$ cat src/rtl/lsu_mem_initiator.sv
`default_nettype none
// ============================================================================
// Module   : lsu_mem_initiator
// Brief    : Memory-stage load/store initiator driving a valid/ready word bus
//            with byte strobes, load extension, misalign and timeout flags.
// Revision : 1.0 - initial release
// ============================================================================
module lsu_mem_initiator #(
    parameter int TIMEOUT_CYCLES = 64
) (
    input  logic        clk,
    input  logic        rst,
    input  logic        op_valid,
    input  logic        op_is_store,
    input  logic [2:0]  op_funct3,
    input  logic [31:0] op_addr,
    input  logic [31:0] op_wdata,
    output logic        stall,
    output logic        done,
    output logic [31:0] load_data,
    output logic        misaligned,
    output logic        bus_err,
    output logic        mem_req_valid,
    input  logic        mem_req_ready,
    output logic        mem_req_we,
    output logic [31:0] mem_req_addr,
    output logic [3:0]  mem_req_wstrb,
    output logic [31:0] mem_req_wdata,
    input  logic        mem_rsp_valid,
    input  logic [31:0] mem_rsp_rdata
);

    typedef enum logic [1:0] {
        S_IDLE     = 2'd0,
        S_REQ      = 2'd1,
        S_WAIT_RSP = 2'd2,
        S_DONE     = 2'd3
    } state_t;

    localparam logic [15:0] c_TIMEOUT_LAST = 16'(TIMEOUT_CYCLES - 1);

    state_t      r_state;
    state_t      w_next;
    logic [15:0] r_cnt;
    logic        r_is_store;
    logic [2:0]  r_funct3;
    logic [1:0]  r_lane;
    logic [31:0] r_addr;
    logic [3:0]  r_wstrb;
    logic [31:0] r_wdata;
    logic [31:0] r_load_data;
    logic        r_misaligned;
    logic        r_bus_err;

    logic        w_bad;
    logic [3:0]  w_st_strb;
    logic [31:0] w_st_data;
    logic [7:0]  w_byte;
    logic [15:0] w_half;
    logic [31:0] w_ext;
    logic        w_hs;
    logic        w_timeout;
    logic        w_expire;

    // Reject misaligned accesses and illegal encodings (BU/HU are load-only)
    always_comb begin
        w_bad = 1'b0;
        case (op_funct3)
            3'b000:  w_bad = 1'b0;
            3'b001:  w_bad = op_addr[0];
            3'b010:  w_bad = |op_addr[1:0];
            3'b100:  w_bad = op_is_store;
            3'b101:  w_bad = op_is_store | op_addr[0];
            default: w_bad = 1'b1;
        endcase
    end

    always_comb begin
        w_st_strb = 4'b1111;
        w_st_data = op_wdata;
        case (op_funct3[1:0])
            2'b00: begin
                w_st_strb = 4'b0001 << op_addr[1:0];
                w_st_data = {4{op_wdata[7:0]}};
            end
            2'b01: begin
                w_st_strb = op_addr[1] ? 4'b1100 : 4'b0011;
                w_st_data = {2{op_wdata[15:0]}};
            end
            default: begin
                w_st_strb = 4'b1111;
                w_st_data = op_wdata;
            end
        endcase
        if (!op_is_store) begin
            w_st_strb = 4'b0000;
            w_st_data = 32'd0;
        end
    end

    always_comb begin
        w_byte = mem_rsp_rdata[7:0];
        case (r_lane)
            2'd0:    w_byte = mem_rsp_rdata[7:0];
            2'd1:    w_byte = mem_rsp_rdata[15:8];
            2'd2:    w_byte = mem_rsp_rdata[23:16];
            default: w_byte = mem_rsp_rdata[31:24];
        endcase
        w_half = r_lane[1] ? mem_rsp_rdata[31:16] : mem_rsp_rdata[15:0];
        w_ext  = mem_rsp_rdata;
        case (r_funct3)
            3'b000:  w_ext = {{24{w_byte[7]}}, w_byte};
            3'b001:  w_ext = {{16{w_half[15]}}, w_half};
            3'b100:  w_ext = {24'd0, w_byte};
            3'b101:  w_ext = {16'd0, w_half};
            default: w_ext = mem_rsp_rdata;
        endcase
    end

    assign w_hs      = (r_state == S_REQ) && mem_req_ready;
    assign w_timeout = (r_cnt == c_TIMEOUT_LAST);
    // Completion in the expiry cycle takes priority over the timeout
    assign w_expire  = w_timeout &&
                       (((r_state == S_REQ) && !mem_req_ready) ||
                        ((r_state == S_WAIT_RSP) && !mem_rsp_valid));

    always_comb begin
        w_next = r_state;
        case (r_state)
            S_IDLE: begin
                if (op_valid) begin
                    w_next = w_bad ? S_DONE : S_REQ;
                end
            end
            S_REQ: begin
                if (w_hs) begin
                    w_next = r_is_store ? S_DONE : S_WAIT_RSP;
                end else if (w_expire) begin
                    w_next = S_DONE;
                end
            end
            S_WAIT_RSP: begin
                if (mem_rsp_valid || w_expire) begin
                    w_next = S_DONE;
                end
            end
            default: w_next = S_IDLE;
        endcase
    end

    always_ff @(posedge clk) begin
        if (rst) begin
            r_state      <= S_IDLE;
            r_cnt        <= 16'd0;
            r_is_store   <= 1'b0;
            r_funct3     <= 3'd0;
            r_lane       <= 2'd0;
            r_addr       <= 32'd0;
            r_wstrb      <= 4'd0;
            r_wdata      <= 32'd0;
            r_load_data  <= 32'd0;
            r_misaligned <= 1'b0;
            r_bus_err    <= 1'b0;
        end else begin
            r_state      <= w_next;
            r_misaligned <= (r_state == S_IDLE) && op_valid && w_bad;
            r_bus_err    <= w_expire;
            if (r_state == S_IDLE) begin
                r_cnt <= 16'd0;
            end else if ((r_state == S_REQ) || (r_state == S_WAIT_RSP)) begin
                r_cnt <= r_cnt + 16'd1;
            end
            if ((r_state == S_IDLE) && op_valid) begin
                r_is_store <= op_is_store;
                r_funct3   <= op_funct3;
                r_lane     <= op_addr[1:0];
                r_addr     <= {op_addr[31:2], 2'b00};
                r_wstrb    <= w_st_strb;
                r_wdata    <= w_st_data;
            end
            if ((r_state == S_WAIT_RSP) && mem_rsp_valid) begin
                r_load_data <= w_ext;
            end else if (w_expire) begin
                r_load_data <= 32'd0;
            end
        end
    end

    assign stall         = op_valid && (r_state != S_DONE);
    assign done          = (r_state == S_DONE);
    assign load_data     = r_load_data;
    assign misaligned    = r_misaligned;
    assign bus_err       = r_bus_err;
    assign mem_req_valid = (r_state == S_REQ);
    assign mem_req_we    = r_is_store;
    assign mem_req_addr  = r_addr;
    assign mem_req_wstrb = r_wstrb;
    assign mem_req_wdata = r_wdata;

endmodule
`default_nettype wire

$ cat config.mk
export PLATFORM = sky130hd
export DESIGN_NAME = lsu_mem_initiator
export DESIGN_NICKNAME = d
export VERILOG_FILES = /design/src/rtl/lsu_mem_initiator.sv
export SDC_FILE = /design/constraint.sdc
export NUM_CORES = 1
export LEC_CHECK = 0
export ABC_AREA = 1
export BUFFER_PORTS_ARGS = -buffer_cell sky130_fd_sc_hd__buf_4
export CORE_UTILIZATION = 50
export CTS_BUF_LIST = sky130_fd_sc_hd__clkbuf_16
export DETAILED_ROUTE_END_ITERATION = 10
export PLACE_DENSITY = 0.77
export SLEW_MARGIN = 20
export SYNTH_ARGS = -nofsm -noshare
export SYNTH_HDL_FRONTEND = slang
export SYNTH_SLANG_ARGS = --single-unit
$ cat constraint.sdc
create_clock -name clk -period 2 [get_ports clk]
set_input_delay 0.1 -clock clk [delete_from_list [all_inputs] [get_ports clk]]
set_output_delay 0.1 -clock clk [all_outputs]
set_load 0.03 [all_outputs]
== Word-level counts from Yosys, hierarchy flattened ==
Cells that the tools add are included.

* Add/subtract/negate cells: 1
* Multipliers: 0
* Div/mod/pow operators: 0
* Magnitude comparators: 0
* Equal/unequal tests: 18
* Shift-type cells: 1
* Multiplexer cells: 18
* Bitwise logic cells: 1
* Reductions and logical operators: 22

{| class="wikitable"
|+ Operator list
! operator !! number
|-
| $pmux W32 S4 || 1
|-
| $mux W32 || 3
|-
| $pmux W32 S2 || 1
|-
| $pmux W8 S3 || 1
|-
| $add A16 B1 Y16 const B || 1
|-
| $eq A16 B6 Y1 const B || 1
|-
| $mux W16 || 1
|-
| $eq A3 B3 Y1 const B || 4
|-
| $mux W2 || 5
|-
| $logic_and A1 B1 Y1 || 8
|-
| $mux W4 || 2
|-
| $pmux W4 S2 || 1
|-
| $eq A2 B1 Y1 const B || 3
|-
| $eq A2 B2 Y1 const B || 3
|-
| $eq A3 B1 Y1 const B || 2
|-
| $logic_not A2 Y1 || 3
|-
| $logic_not A3 Y1 || 2
|-
| $pmux W2 S3 || 1
|-
| $pmux W1 S5 || 1
|-
| $ne A2 B2 Y1 const B || 2
|-
| $reduce_or A2 Y1 || 2
|-
| $shl A1 B2 Y4 const A || 1
|-
| $eq A3 B2 Y1 const B || 1
|-
| $logic_or A1 B1 Y1 || 3
|-
| other kinds (7) || 8
|}

* Bits in registers: 124
* Bits in latches: 0
* Bits in writable memories: 0
* ROM bits: 0
* Bits of input ports: 105
* Output and inout port bits: 106
* Logic and storage cells: 72
* Memories: 0

== Logic depth before layout (Yosys ltp) ==
Gate-level depths: netlist of the first run.

* Depth in word-level cells: 7
* Gate-level depth with buffers: 12
* Mapped depth without buffers: 11

== Worst setup path before layout of the first run ==
No wires, ideal clock.

* Path kind: reg2reg
* From: reg r_state[0]
* To: reg r_cnt[15]
* Setup time: 0.115 ns
* Arrival: 1.520 ns
* Slack: 0.366 ns
* Cell stages (with the launch flop): 13
* Buffers on the path: 1
* Period minus slack after synthesis: 1.634 ns
* Cells stage by stage: dfxtp_1 inv_1 ha_1 buf_4 nand2_1 nor2_2 nand2_1 nor2_2 nand2_2 nor2_4 nand3_1 nand2_1 nor2_1

* Word-level cells in the longest chain between the ends: 2

{| class="wikitable"
|+ RTL lines
! what !! RTL line !! text
|-
| start, declared || 42 || <nowiki>state_t r_state;</nowiki>
|-
| start signal, assigned || 165 || <nowiki>r_state <= w_next;</nowiki>
|-
| $eq A2 B1 Y1, or another cell as far along || 170 || <nowiki>end else if ((r_state == S_REQ) || (r_state == S_WAIT_RSP)) begin</nowiki>
|-
| $logic_or A1 B1 Y1 or $reduce_or A2 Y1 (tied branches) || n/a ||
|-
| end signal, assigned || 171 || <nowiki>r_cnt <= r_cnt + 16'd1;</nowiki>
|-
| end, declared || 44 || <nowiki>logic [15:0] r_cnt;</nowiki>
|}

Parallel ways exist; a longest one is shown, timed or not.
A chain may end at the register's enable or synchronous reset.

== Worst setup path after layout of the first run ==
* From: reg r_state[0]
* To: reg r_wdata[20], in the netlist mem_req_wdata[20]

* Word-level cells in the longest chain between the ends: 2

{| class="wikitable"
|+ RTL lines
! what !! RTL line !! text
|-
| $logic_not A2 Y1 || 173 || <nowiki>if ((r_state == S_IDLE) && op_valid) begin</nowiki>
|-
| $logic_and A1 B1 Y1 || 173 ||
|-
| end signal, assigned || 179 || <nowiki>r_wdata <= w_st_data;</nowiki>
|-
| end, declared || 50 || <nowiki>logic [31:0] r_wdata;</nowiki>
|}

No other way between the ends.

==> results.md, run 1 <==
- The overall routing resource usage is just over 30%.
- The total power is 9640 uW.
- In the layout the commonest cells are 223 x buf_4, 147 x nor2_1, 142 x nand2_1.
- Once layout is complete, the cells apart from fillers number 1205.
- The highest clock frequency the design can meet is 0.539 GHz.
- The total core area is roughly 11000 sq um.
- The sequential share of the synthesized area is 43.4%.
- The final setup violation count is 0.
- The switching power share of the total is 39.1%.
- The worst path uses 92.8% of the clock period.
- The cell count after synthesis is 820.
- The global-route wire length before repair is 27600 um.
- The area growth from synthesis to layout is 44.5%.
- The overall routed net length is 17600 um.
- The design internal power is between 5000 and 6000 uW.
- The pin count of the biggest net entering global routing is 77.
- The post-synthesis instance area is 5720 sq um.
- The shortest period the worst path allows is 1860 ps.
- Pin placement for this block handled roughly 210 I/O pins.
- The clock latency on the worst-skew pair is roughly 420 ps.
- The worst setup path is launched from a register.
- Routability-driven placement finished with a final weighted congestion of between 0.8 and 0.9.
- The flow ran to the end, and the final reports show no timing, DRC or antenna violations.
- The width of the chip is roughly 110 um.
- The fraction of power consumed by combinational cells is just under 40%.
- The leakage power figure is 0.00371 uW.
- The antenna diode count is 0.
- In this run, placement finished with an instance count of 1134.
- The final number of hold-violating endpoints is 0.
- The simple-gate portion of the synthesized area is 28.0%.
- Setup repair after global routing left no endpoint under its margin.
- The detailed router's first-iteration violation count is 515.
- The number of max-slew violations in the final report is 0.
- The tool flagged a number of max-cap violations equal to 0.
- The worst hold path belongs to the class input pin to register.
- In this run the power density over the cells is 1170 nW/um^2.
- The max-slew headroom at the worst pin is 53.3%.
- In this run the number of H-tree levels came out at 4.
- The synthesized-area fraction occupied by ao, oa, aoi and oai cells is 19.5%.
- The number of global-route vias before repair is around 6000.
- The number of I/O port buffers is about 210.
- Of the total power, the clock network draws 29.0%.
- The clock passes through at most 2 buffers.
- The die is 109 um tall.
- STA classifies the critical path endpoint as a register.
- For the worst setup path, the data required time is about 2300 ps.
- The clock-pin slew reported for the worst setup and hold paths after clock tree synthesis is roughly 60 ps.
- The yosys synthesis warning count is 0.
- The setup path with the least slack is of type register to register.
- Ranked by total cell area, the synthesized netlist is headed by dfxtp_1 43%, nor2_1 9.6%, nand2_1 9.4%.
- The reported net switching power is 3770 uW.
- After the last flow step, the layout net total stands at between 1000 and 1500.
- The top cell type's share of synthesized area is approximately 43%.
- The via count is 6328.
- The number of gates resized after CTS is 0.
- Summing the areas of all xor and xnor instances in the mapped netlist gives 0.153% of the synthesized area.
- Data arrives at the worst endpoint at approximately 2200 ps.
- The most common cell after layout, fill and taps aside is buf_4.
- Measured against the total synthesized area, the mux share comes to 0%.
- For the pin with the worst max-slew slack, the measured transition is around 700 ps.
- The number of vias per cell after detailed routing is 5.25.
- The largest area contributor in the synthesized netlist is dfxtp_1.
- Summed over all failing endpoints, the final setup total negative slack is 0 ps.
- Of the cells placed in the final design, the portion with a size suffix greater than 1 is 26.6%.
- In this run the post-CTS setup repair buffer count came out at 0.
- The routed length per placed instance is 14.6 um.
- The floorplan step defined a die boundary enclosing ~12000 sq um.
- Summed over all nets, the half-perimeter wirelength after detailed placement is 11400 um.
- The total overflow reported by the global router is 0.
- Clock tree synthesis inserted a total of 17 buffers.
- The clock sink count is 124.
- The clock tree from TritonCTS is done.
- Across the VDD grid, the largest voltage drop is 812 uV.
- The top fanout value on the critical path is 76.
- The CTS root buffer is clkbuf_16.
- The mean area per synthesized cell is 6.98 sq um.
- The register share of total power is 32.3%.
- The number of routed nets with antenna violations is 0.
- The number of antenna violations at the first check in global routing was 0.
- The worst clock skew on the final layout is 6.93 ps.
- By area, the combinational part of the netlist is dominated by simple AND/OR/NAND/NOR gates.
- The synthesized design contains 124 register bits.
- The fraction of the mapped netlist area in adder cells is 1.09%.
- The site row count is 38.
- The initial core utilization is 52.1%.
- The register-to-register setup slack is 140 ps.
- In the routed design, unresolved DRC markers number 0.
- After synthesis, the netlist uses 37 different library cells.
- Before antenna repair, the detailed router went through 4 iterations.
==> through the flow <==
step | hold slack (ps) | setup WS (ps) | area, sq um | util (%)
after floorplan | 243 | 366 | 5730 | -
after global placement | 350 | 288 | 7340 | 66.8
after detailed placement | 357 | 202 | 7340 | 66.8
after CTS | 0.0575 | 188 | 8270 | 75.3
after global routing | 48.5 | 27.6 | 8270 | 75.3
final | 13.9 | 143 | 8270 | 75.3
==> state kept, by name, summed over array words and instances, names as in the netlist <==
| name | count |
|---|---|
| mem_req_wstrb | 4 |
| misaligned | 1 |
| r_funct3 | 3 |
| r_state | 2 |
| mem_req_we | 1 |
| r_lane | 2 |
| bus_err | 1 |
| r_cnt | 16 |
| mem_req_wdata | 32 |
| mem_req_addr | 30 |
| load_data | 32 |
==> metal layers <==
| metal | wire (um) | vias to the layer above | global-route usage (%) |
|---|---|---|---|
| met5 | 0 | - | 0 |
| met4 | 476 | 0 | 13.7 |
| met3 | 1550 | 35 | 11.3 |
| met2 | 8580 | 253 | 51.8 |
| met1 | 6980 | 2884 | 33.0 |
| li1 | - | 3156 | - |
==> cells in the mapped netlist, drive strengths merged <==
cell,count
o21a,1
o22ai,8
nor2,153
a21oi,107
clkbuf,31
or2,2
nand2,149
ha,5
o221ai,2
a211oi,1
inv,48
nand4,3
o211ai,3
and2,6
clkinv,2
conb,1
dfxtp,124
buf,20
nand3b,2
xor2,1
nand3,60
nor3,4
o21ai,87
==> what timing repair did <==
item	4_1_cts	5_1_grt
setup endpoints to repair	0	0
hold endpoints to repair	40	0
hold buffers	40	0
==> cell families after synthesis <==
group	count (synthesis)
compound gates	209
fa+ha+maj	5
buf+inv	101
xor+xnor	1
flops	124
simple gates	379
other cells	1
==> power by group through the flow <==
stage / clock (uW) / combinational, uW / sequential [uW]
after floorplan: 0 / 1870 / 3780
after global routing: 2950 / 4080 / 3160
after CTS: 2840 / 3700 / 3110
after global placement: 0 / 3570 / 3140
final: 2800 / 3730 / 3110
after detailed placement: 0 / 3610 / 3150
==> worst paths after layout <==
kind / start / endpoint / cells past startpoint
hold / removal: op_funct3[0] / r_funct3[0]$_SDFFE_PP0P_ / 3
setup reg to reg: r_state[0]$_SDFFE_PP0P_ / mem_req_wdata[20]$_SDFFE_PP0P_ / 6
hold reg to reg: mem_req_wdata[3]$_SDFFE_PP0P_ / mem_req_wdata[3]$_SDFFE_PP0P_ / 2
setup / recovery: r_state[0]$_SDFFE_PP0P_ / mem_req_wdata[20]$_SDFFE_PP0P_ / 6
==> worst max-delay path: stages, from the launching register on <==
cell	delay (ps)
dfxtp_1	370
inv_1	80
ha_1	280
nand2_2	100
buf_4	570
nand2_1	150
a21oi_1	210
==> area by class of cell <==
cell class	count	area, sq um
Clock buffer	17	425
Clock inverter	14	105
Fill cell	851	2710
Inverter	50	189
Multi-Input combinational cell	596	2800
Sequential cell	124	2480
Tap cell	140	175
Timing Repair Buffer	264	2090
No activity file was read; power rests on OpenSTA's default activity.
==> inputs of run 2 (changes only) <==
--- a/config.mk
+++ b/config.mk
@@ -7,10 +7,10 @@
 export LEC_CHECK = 0
 export ABC_AREA = 1
 export BUFFER_PORTS_ARGS = -buffer_cell sky130_fd_sc_hd__buf_4
-export CORE_UTILIZATION = 50
+export CORE_UTILIZATION = 45
 export CTS_BUF_LIST = sky130_fd_sc_hd__clkbuf_16
 export DETAILED_ROUTE_END_ITERATION = 10
-export PLACE_DENSITY = 0.77
+export PLACE_DENSITY = 0.73
 export SLEW_MARGIN = 20
 export SYNTH_ARGS = -nofsm -noshare
 export SYNTH_HDL_FRONTEND = slang
==> constraint.sdc (replaced) <==
create_clock -name clk -period 1.7 [get_ports clk]
set_input_delay 0.085 -clock clk [delete_from_list [all_inputs] [get_ports clk]]
set_output_delay 0.085 -clock clk [all_outputs]
set_load 0.03 [all_outputs]
==> run 2 against run 1 <==
Effect of this change: non-clock buffer count grew 7; flip-flop and latch count is the same; sequential share of layout area shrank 0.68 points.
==> results.md, run 2 (synthesized netlist as in run 1, its figures left out) <==
- The final number of hold-violating endpoints came to 0.
- The critical path startpoint is r_state[0]$_SDFFE_PP0P_.
- Of the total power, the share spent switching nets is a little under two fifths.
- The worst setup slack after placement is 111 ps.
- The first routing iteration left slightly below 500 violations.
- Including well taps, the total number of placed cells is 1168.
- The highest clock frequency the design can meet is 0.627 GHz.
- The power density over the cells is between 1000 and 1500 nW/um^2.
- The element type at the critical path start is a register.
- The worst setup path is of the register to register kind.
- The global-route wire length before repair is roughly 28000 um.
- The worst clock skew on the final layout is 8.51 ps.
- The count of nets left with antenna violations once routing finished came out at 0.
- Setup slack on the critical path of the routed design comes to 104 ps.
- In this run, flip-flops and latches consume 31.7% of the power.
- The first detailed-routing pass took 5 iterations.
- The pin count of the biggest net entering global routing is 54.
- The number of max-slew violations in the final report was 0.
- The width of the chip is 115 um.
- The count of cells in the finished layout, fillers not included, comes to 1240.
- The CTS root buffer is clkbuf_16.
- The leakage power figure is 0.00379 uW.
- The total overflow reported by the global router is 0.
- The number of I/O port buffers is 208.
- The run finished with clean final reports.
- The fraction of power consumed by the clock network is 28.9%.
- The top fanout value on the critical path is 3.
- The overall routing resource usage is approximately 28%.
- The portion of the clock cycle consumed by the worst path in the final layout is 93.9%.
- The number of remaining DRC errors is 0.
- Dividing the detail-routed wire length by the instance count gives 14.4 um.
- The clock-pin slew reported for the worst setup and hold paths after clock tree synthesis is roughly 50 ps.
- The core region is 12200 sq um.
- In the layout the commonest cells are 224 x buf_4, 147 x nor2_1, 141 x nand2_1.
- The die boundary height is 115 um.
- The arrival time reported for the critical path endpoint is 1890 ps.
- Per report_power, the combinational group accounts for approximately 40% of the total.
- In this run the number of H-tree levels came out at 4.
- The final estimated routing congestion in global placement is 0.893.
- Setup repair after global routing could not meet its margin everywhere.
- The critical path data required time is ~2000 ps.
- The die area is between 10000 and 15000 sq um.
- The clock reaches the later pin of the worst-skew pair after roughly 400 ps.
- The min-delay analysis places its worst path in the category input pin to register.
- The fill cell total of the finished layout is roughly 1100.
- The antenna diode count is 0.
- TritonCTS built the clock tree.
- The routed design could run at a clock period as short as 1600 ps.
- The area growth from synthesis to layout is 47.9%.
- The fraction of final layout cells with drive strength greater than 1 is about 27%.
- Using the TritonRoute via totals, the vias-per-cell ratio works out to slightly above 5.
- The final layout contains routed wiring with a total length of 17800 um.
- In this run the deepest clock path goes through 2 buffers.
- between 200 and 250 I/O pins were placed.
- The final setup violation count is 0.
- The number of antenna violations at the first check in global routing is 0.
- The reported net switching power is 4360 uW.
- The clock sink count is around 120.
- In this run the register-to-register setup slack is 100 ps.
- The number of global-route vias before repair was 5898.
- Total power for the finished layout comes to 11500 uW.
- The number of maximum-capacitance constraint violations is 0.
- The initial utilization of the core area, before any placement, comes to between 40% and 50%.
- The HPWL reported at the end of detailed placement is 11700 um.
- The site row count is 40.
- The number of CTS-inserted buffers is 17.
- The startpoint of the worst hold path is op_addr[28].
- The routed layout has 6310 vias.
- The critical register-to-register path startpoint is r_state[0]$_SDFFE_PP0P_.
- The number of nets at the end of the flow is 1170.
- The most common cell after layout, fill and taps aside is buf_4.
- STA classifies the critical path endpoint as a register.
- The worst ir drop on vdd is 970 uV.
- Internal power comes to between 7000 and 8000 uW.
## run 2: changes by cell type in the layout (fill, tap and decap cells not counted), sizes merged
cell	previous run	this run
clkinv	11	6
buf	224	231
clkinvlp	1	2
inv	51	54
bufinv	1	2
clkbuf	17	18
dlygate4sd3	40	39
## run 2: metrics by stage
step,TNS [ps],area (sq um),hold slack [ps],utilization (%)
floorplan,0,5730,228,-
finish,0,8470,5.87,69.3
CTS,0,8410,3.52,68.9
detailed placement,0,7480,341,61.3
global placement,0,7480,335,61.3
global route,-38.9,8470,35.5,69.3
## run 2: worst paths after layout
kind,endpoint,cells past startpoint
worst min register to register,mem_req_wdata[23]$_SDFFE_PP0P_,2
worst max-delay path,r_cnt[11]$_SDFFE_PP0P_,10
worst min-delay path,mem_req_addr[28]$_SDFFE_PP0P_,3
worst max register to register,r_cnt[11]$_SDFFE_PP0P_,10
## run 2: power by group through the flow
stage | Sequential [uW] | Combinational (uW) | Clock [uW]
2_1_floorplan | 4450 | 2200 | 0
3_3_place_gp | 3700 | 4380 | 0
3_5_place_dp | 3700 | 4400 | 0
4_1_cts | 3650 | 4490 | 3390
5_1_grt | 3720 | 4980 | 3530
6_report | 3660 | 4540 | 3340
## run 2: routing by layer
| layer | GRT usage, % | up-vias | routed length [um] |
|---|---|---|---|
| met1 | 33.1 | 2840 | 7440 |
| li1 | - | 3168 | - |
| met3 | 9.80 | 29 | 1650 |
| met4 | 8.92 | 0 | 340 |
| met5 | 0 | - | 0 |
| met2 | 45.9 | 273 | 8410 |
## run 2: critical path: stages (launching register included)
cell and delay, ps:
dfxtp_1 320, inv_1 60, ha_1 290, nand2_1 60, nor2_2 120, nand2_2 90, nor2_4 120, nand2_2 80
buf_4 140, nor3_1 150, nor2_1 70
## run 2: final cells by class
class	count	area (sq um)	area share (%)
multi-input cells	596	2810	33.2
flip-flops and latches	124	2480	29.3
repair buffers	271	2230	26.3
clock buffers	17	425	5.03
well taps	168	210	2.48
inverters	50	193	2.28
clock inverters	14	116	1.37
## run 2: repair_timing
item                       CTS  global route
setup endpoints to repair    0            14
hold buffers                39             0
resized for setup            0             8
setup buffers                0             1
hold endpoints to repair    39             0
